===== src/rtl/bus_datapath.sv =====
// Bus-based register-file datapath. A small FSM moves operands over one shared bus
// through an accumulator (A) and a result register (G) to run mv/mvi/add/sub/xor.
module bus_datapath #(
  parameter int unsigned DATA_W   = 16,
  parameter int unsigned NUM_REGS = 8,
  localparam int unsigned SEL_W   = $clog2(NUM_REGS)
) (
  input  logic              clk,
  input  logic              rst,
  input  logic              instr_valid,
  output logic              instr_ready,
  input  logic [DATA_W-1:0] instr,
  output logic              done,
  output logic              err,
  output logic              flag_z,
  output logic              flag_c,
  input  logic [SEL_W-1:0]  rd_sel,
  output logic [DATA_W-1:0] rd_data,
  output logic [DATA_W-1:0] bus_dbg
);

  localparam int unsigned IrW = 3 + 2 * SEL_W;

  localparam logic [2:0] OpMv  = 3'b000;
  localparam logic [2:0] OpMvi = 3'b001;
  localparam logic [2:0] OpAdd = 3'b010;
  localparam logic [2:0] OpSub = 3'b011;
  localparam logic [2:0] OpXor = 3'b100;

  typedef enum logic [2:0] {StIdle, StImm, StT1, StT2, StT3, StDone} state_e;

  state_e              state_q, state_d;
  logic [IrW-1:0]      ir_q, ir_d;
  logic [DATA_W-1:0]   regs_q [NUM_REGS];
  logic [DATA_W-1:0]   regs_d [NUM_REGS];
  logic [DATA_W-1:0]   a_q, a_d, g_q, g_d;
  logic                carry_q, carry_d;
  logic                fz_q, fz_d, fc_q, fc_d;
  logic                err_q, err_d;
  logic [DATA_W-1:0]   bus;
  logic                wr_en;
  logic [DATA_W:0]     alu_sum;

  function automatic logic in_range(input logic [SEL_W-1:0] idx);
    return 32'(idx) < NUM_REGS;
  endfunction

  // Incoming word decode (only meaningful in IDLE)
  logic [2:0]       in_op;
  logic [SEL_W-1:0] in_rx, in_ry;
  logic             in_illegal;
  assign in_op      = instr[DATA_W-1 -: 3];
  assign in_rx      = instr[DATA_W-4 -: SEL_W];
  assign in_ry      = instr[DATA_W-4-SEL_W -: SEL_W];
  // mvi has no ry operand, so its ry field is not range-checked
  assign in_illegal = (in_op > OpXor) || !in_range(in_rx) ||
                      ((in_op != OpMvi) && !in_range(in_ry));

  logic [2:0]        ir_op;
  logic [SEL_W-1:0]  ir_rx, ir_ry;
  logic [DATA_W-1:0] rx_val, ry_val;
  assign ir_op  = ir_q[IrW-1 -: 3];
  assign ir_rx  = ir_q[IrW-4 -: SEL_W];
  assign ir_ry  = ir_q[SEL_W-1:0];
  assign rx_val = in_range(ir_rx) ? regs_q[ir_rx] : '0;
  assign ry_val = in_range(ir_ry) ? regs_q[ir_ry] : '0;

  always_comb begin
    alu_sum = '0;
    case (ir_op)
      OpAdd:   alu_sum = {1'b0, a_q} + {1'b0, ry_val};
      OpSub:   alu_sum = {1'b0, a_q} + {1'b0, ~ry_val} + {{DATA_W{1'b0}}, 1'b1};
      OpXor:   alu_sum = {1'b0, a_q ^ ry_val};
      default: alu_sum = '0;
    endcase
  end

  always_comb begin
    state_d     = state_q;
    ir_d        = ir_q;
    a_d         = a_q;
    g_d         = g_q;
    carry_d     = carry_q;
    fz_d        = fz_q;
    fc_d        = fc_q;
    err_d       = err_q;
    bus         = '0;
    wr_en       = 1'b0;
    instr_ready = 1'b0;
    unique case (state_q)
      StIdle: begin
        instr_ready = 1'b1;
        if (instr_valid) begin
          ir_d  = instr[DATA_W-1 -: IrW];
          err_d = in_illegal;
          if (in_illegal)          state_d = StDone;
          else if (in_op == OpMvi) state_d = StImm;
          else                     state_d = StT1;
        end
      end
      StImm: begin
        instr_ready = 1'b1;
        if (instr_valid) begin
          bus     = instr;
          wr_en   = 1'b1;
          state_d = StDone;
        end
      end
      StT1: begin
        if (ir_op == OpMv) begin
          bus     = ry_val;
          wr_en   = 1'b1;
          state_d = StDone;
        end else begin
          bus     = rx_val;
          a_d     = bus;
          state_d = StT2;
        end
      end
      StT2: begin
        bus     = ry_val;
        g_d     = alu_sum[DATA_W-1:0];
        carry_d = alu_sum[DATA_W];
        state_d = StT3;
      end
      StT3: begin
        bus     = g_q;
        wr_en   = 1'b1;
        fz_d    = (g_q == '0);
        fc_d    = carry_q;
        state_d = StDone;
      end
      StDone:  state_d = StIdle;
      default: state_d = StIdle;
    endcase
  end

  always_comb begin
    regs_d = regs_q;
    if (wr_en) regs_d[ir_rx] = bus;
  end

  always_ff @(posedge clk) begin
    if (!rst) begin
      state_q <= StIdle;
      ir_q    <= '0;
      a_q     <= '0;
      g_q     <= '0;
      carry_q <= 1'b0;
      fz_q    <= 1'b0;
      fc_q    <= 1'b0;
      err_q   <= 1'b0;
      for (int i = 0; i < NUM_REGS; i++) regs_q[i] <= '0;
    end else begin
      state_q <= state_d;
      ir_q    <= ir_d;
      a_q     <= a_d;
      g_q     <= g_d;
      carry_q <= carry_d;
      fz_q    <= fz_d;
      fc_q    <= fc_d;
      err_q   <= err_d;
      regs_q  <= regs_d;
    end
  end

  assign done    = (state_q == StDone);
  assign err     = done && err_q;
  assign flag_z  = fz_q;
  assign flag_c  = fc_q;
  assign rd_data = in_range(rd_sel) ? regs_q[rd_sel] : '0;
  assign bus_dbg = bus;

endmodule


===== config.mk =====
export PLATFORM = sky130hd
export DESIGN_NAME = bus_datapath
export DESIGN_NICKNAME = d
export VERILOG_FILES = /design/src/rtl/bus_datapath.sv
export SDC_FILE = /design/constraint.sdc
export NUM_CORES = 1
export LEC_CHECK = 0
export ABC_AREA = 1
export CORE_MARGIN = 4
export CORE_UTILIZATION = 33
export DETAILED_ROUTE_END_ITERATION = 16
export PLACE_DENSITY = 0.47
export SKIP_LAST_GASP = 1
export SLEW_MARGIN = 10
export SYNTH_ARGS = -nofsm -noshare
export SYNTH_HDL_FRONTEND = slang
export SYNTH_SLANG_ARGS = --single-unit

===== constraint.sdc =====
create_clock -name clk -period 2.5 [get_ports clk]
set_input_delay 0.5 -clock clk [delete_from_list [all_inputs] [get_ports clk]]
set_output_delay 0.5 -clock clk [all_outputs]
set_load 0.03 [all_outputs]

==> out/metrics.cfg <==
[outcome]
status=complete, but fails checks
violations=setup timing

[clock_network]
cts_root_buffer=clkbuf_16
cts_tree=built
clk_pin_slew_ps=70
cts_sinks=176
htree_num_levels=4
cts_max_path_buffers=2
clk_latency_ps=460
numCtsBuffers=17

[timing]
final_hold_viol_count=0
setup-tns-final_ps=-4674
max_slew.worst_pin.slew_ps=844.6
rsz0062_at_grt=yes
clock_skew_ps=12.62
fin_crit_sh=1.105
fmax_mhz=362.1
timing.final.ws_setup_ps=-261.5
relSlewSlack=0.4370
fin_crit_ps=2762
slew_viol_final=0
finalSetupViolations=28

[yosys]
synth_top_area_frac=0.2898
yosysMostFrequentCell=inv_1
synth.avg_cell_area_um2=6.075
netlist_area_um2=12160
synth_edf_count=0
async_flop_share=0
synth_common_cells=371 x inv_1, 367 x nand2_1, 303 x a21oi_1, 219 x o21ai_0, 176 x dfxtp_1
ys_seq_elements=176
ys.flop_type=dfxtp_1
synth_warnings=0
synth.distinct_cells=37
syn_nets=2061
synth.area.top_cells=dfxtp_1 29%, a21oi_1 12%, inv_1 11%
synth_top_area_cell=dfxtp_1
seq_area_frac_synth=0.2898
syn_inst=2001

[floorplanning]
die-width_um=199.9
die_h_um=199.9
io_pins=59
dieArea_um2=39970
rows=70
initial_core_util=0.3337
core_um2=36430

[finish]
diodes=0
synthToLayoutAreaGrowth_pct=52.01
drive_gt1_frac=0.3037
fin_nets=2370
fill_cells=3661
final_cell_area_um2=18480

[setup_path]
critPathSlowestCell=dfxtp_4
r2r-end=g_q[15]
crit_type=reg2out
r2r_start=ir_q[1]
reg2reg_slack_ps=-200
crit_fanout=11
cp-start-kind=flop
rr_worst_depth=21
critPathMaxStageDelay_ps=410
cp-end-kind=output pin
cp_cell_sequence=inv_8 > buf_8 > buf_4 > a21oi_1 > o21ai_1 > nand2_1 > nand2_1 > o21ai_2 > buf_6 > buf_4 > nand2_4 > nand3_2 > buf_6
cp_top_family=buffers and inverters
cp_data_required_time_ps=2000
worstPathArrival_ps=2260
path_buf_inv=6

[place]
placed_cell_area_um2=15610
dpl.hpwl_um=40140
post-place-ws_ps=-628.9
gp_congestion=0.9391
numPortBuffers=58

[grt]
grt_util_all_layers=0.2757
gr-total-overflow=0
grtUsageMet3=0.03239
grt_pass1_wl_um=83780
antenna_found_initial=0
met1_usage=0.3903
grt_util_met2=0.4348
first_global_vias=13810
grt.busiest_layer=met2
grt_start_max_net_pins=59

[power_and_ir_drop]
vdd_drop_max_v=0.0007179
p_leak_nw=8.603
power.density_nw_per_um2=1027

[worst_hold_path]
hold_class=reg2reg
hold_end=err_q
min_delay_path_depth=2
min-delay-start=err_q

[routing]
dr.pass1.iters=5
wire_per_inst_um=20.82
route.detailed.drc=0
ant_nets=0
drt_iter0_markers=1610
vias_per_cell=5.467
vias=15250
route.final.wire_length_um=58070

[flow_run]
drv_cap=0

==> per-layer routing <==
metal	vias to the layer above	routed length (µm)
li1	7256	-
met2	655	26180
met1	7213	25560
met3	121	4060
met5	-	76
met4	2	2189
==> stage by stage <==
step / std cells / total power [mW] / hold slack, ps / utilization
2_1_floorplan: 2001 / 8.531 / 429.6 / -
3_3_place_gp: 2698 / 13.15 / 444.5 / 0.4285
3_5_place_dp: 2698 / 13.16 / 454.4 / 0.4285
4_1_cts: 2758 / 17.50 / 464.5 / 0.4737
5_1_grt: 2789 / 20.01 / 498.0 / 0.5072
6_report: 2789 / 18.97 / 462.2 / 0.5072
==> where the power goes <==
group | internal, mW | total (mW) | leakage [nW] | switching [mW]
Sequential | 3.23 | 3.59 | 1.43 | 0.368
Clock | 1.61 | 2.88 | 0.284 | 1.26
Combinational | 5.35 | 12.5 | 6.89 | 7.15
==> cell type report <==
type	instances	area (µm²)	share of cell area
Timing Repair Buffer	401	4204	0.2275
Sequential cell	176	3546	0.1919
Clock buffer	20	456.7	0.02471
Inverter	383	1504	0.08139
Multi-Input combinational cell	1331	8046	0.4354
Tap cell	468	585.6	0.03169
Clock inverter	10	136.4	0.007380
==> cells by family (layout without fill, tap and decap cells) <==
| logic type | after synthesis | after routing | synth area share |
|---|---|---|---|
| AO/OA/AOI/OAI | 652 | 652 | 0.2900 |
| AND/OR/NAND/NOR | 641 | 641 | 0.2255 |
| buffers and inverters | 494 | 814 | 0.1543 |
| flip-flops | 176 | 176 | 0.2898 |
| adder cells (fa/ha/maj) | 38 | 38 | 0.04035 |
==> sequential cells by signal, indices dropped and copies added, names as in the netlist <==
name	count
flag_c	1
a_q	16
ir_q	9
g_q	16
err_q	1
regs_q	128
carry_q	1
flag_z	1
state_q	3
==> worst reg2reg max path: cells and delay by family (launching register included) <==
family                   cells  cell delay, ps
AO/OA/AOI/OAI                5             620
adder cells (fa/ha/maj)      1             350
buffers and inverters        6             690
flip-flops                   1             400
AND/OR/NAND/NOR              9             620
==> worst max-delay path by stage <==
| stage | start | to | depth (start not counted) |
|---|---|---|---|
| 2_1_floorplan | ir_q[0] | g_q[12] | 20 |
| 3_3_place_gp | ir_q[1] | g_q[14] | 21 |
| 3_5_place_dp | ir_q[1] | g_q[14] | 21 |
| 4_1_cts | ir_q[0] | bus_dbg[9] | 13 |
| 5_1_grt | ir_q[0] | g_q[15] | 21 |
| 6_report | ir_q[0] | bus_dbg[14] | 13 |
==> repair_timing <==
item                                    in CTS  in global routing
cloned                                       3                  6
buffers inserted                            29                 28
hold endpoints to repair                     0                  0
endpoints found under the setup margin      49                 41
hold buffers                                 0                  0
pin swaps                                   35                108
gates resized for setup                    208                251
==> cells in the final DEF, fill, tap and decap left out, types with 5 or more instances in the layout <==
| master | n |
|---|---|
| a21oi_4 | 9 |
| a22oi_2 | 10 |
| nand3_2 | 29 |
| nor4_1 | 5 |
| o21ai_0 | 152 |
| dfxtp_1 | 168 |
| o211ai_1 | 15 |
| buf_6 | 38 |
| nand2_1 | 314 |
| o21ai_4 | 7 |
| nor3_2 | 9 |
| ha_1 | 17 |
| nor2_2 | 10 |
| clkinvlp_4 | 8 |
| buf_4 | 259 |
| a21oi_2 | 43 |
| buf_12 | 66 |
| nand3_1 | 43 |
| a221oi_1 | 9 |
| clkdlybuf4s50_1 | 22 |
| inv_1 | 341 |
| inv_2 | 26 |
| a221oi_2 | 5 |
| dfxtp_4 | 5 |
| clkbuf_16 | 23 |
| a21oi_1 | 251 |
| nand3_4 | 9 |
| buf_8 | 6 |
| o22ai_1 | 40 |
| o21ai_1 | 44 |
| nand2_2 | 51 |
| o21ai_2 | 23 |
| a31oi_1 | 12 |
| clkinv_2 | 5 |
| nor2_1 | 87 |
| ha_4 | 17 |
| nand4_1 | 65 |
| a22oi_1 | 17 |
Note: power is estimated with default switching activity, not from simulation.
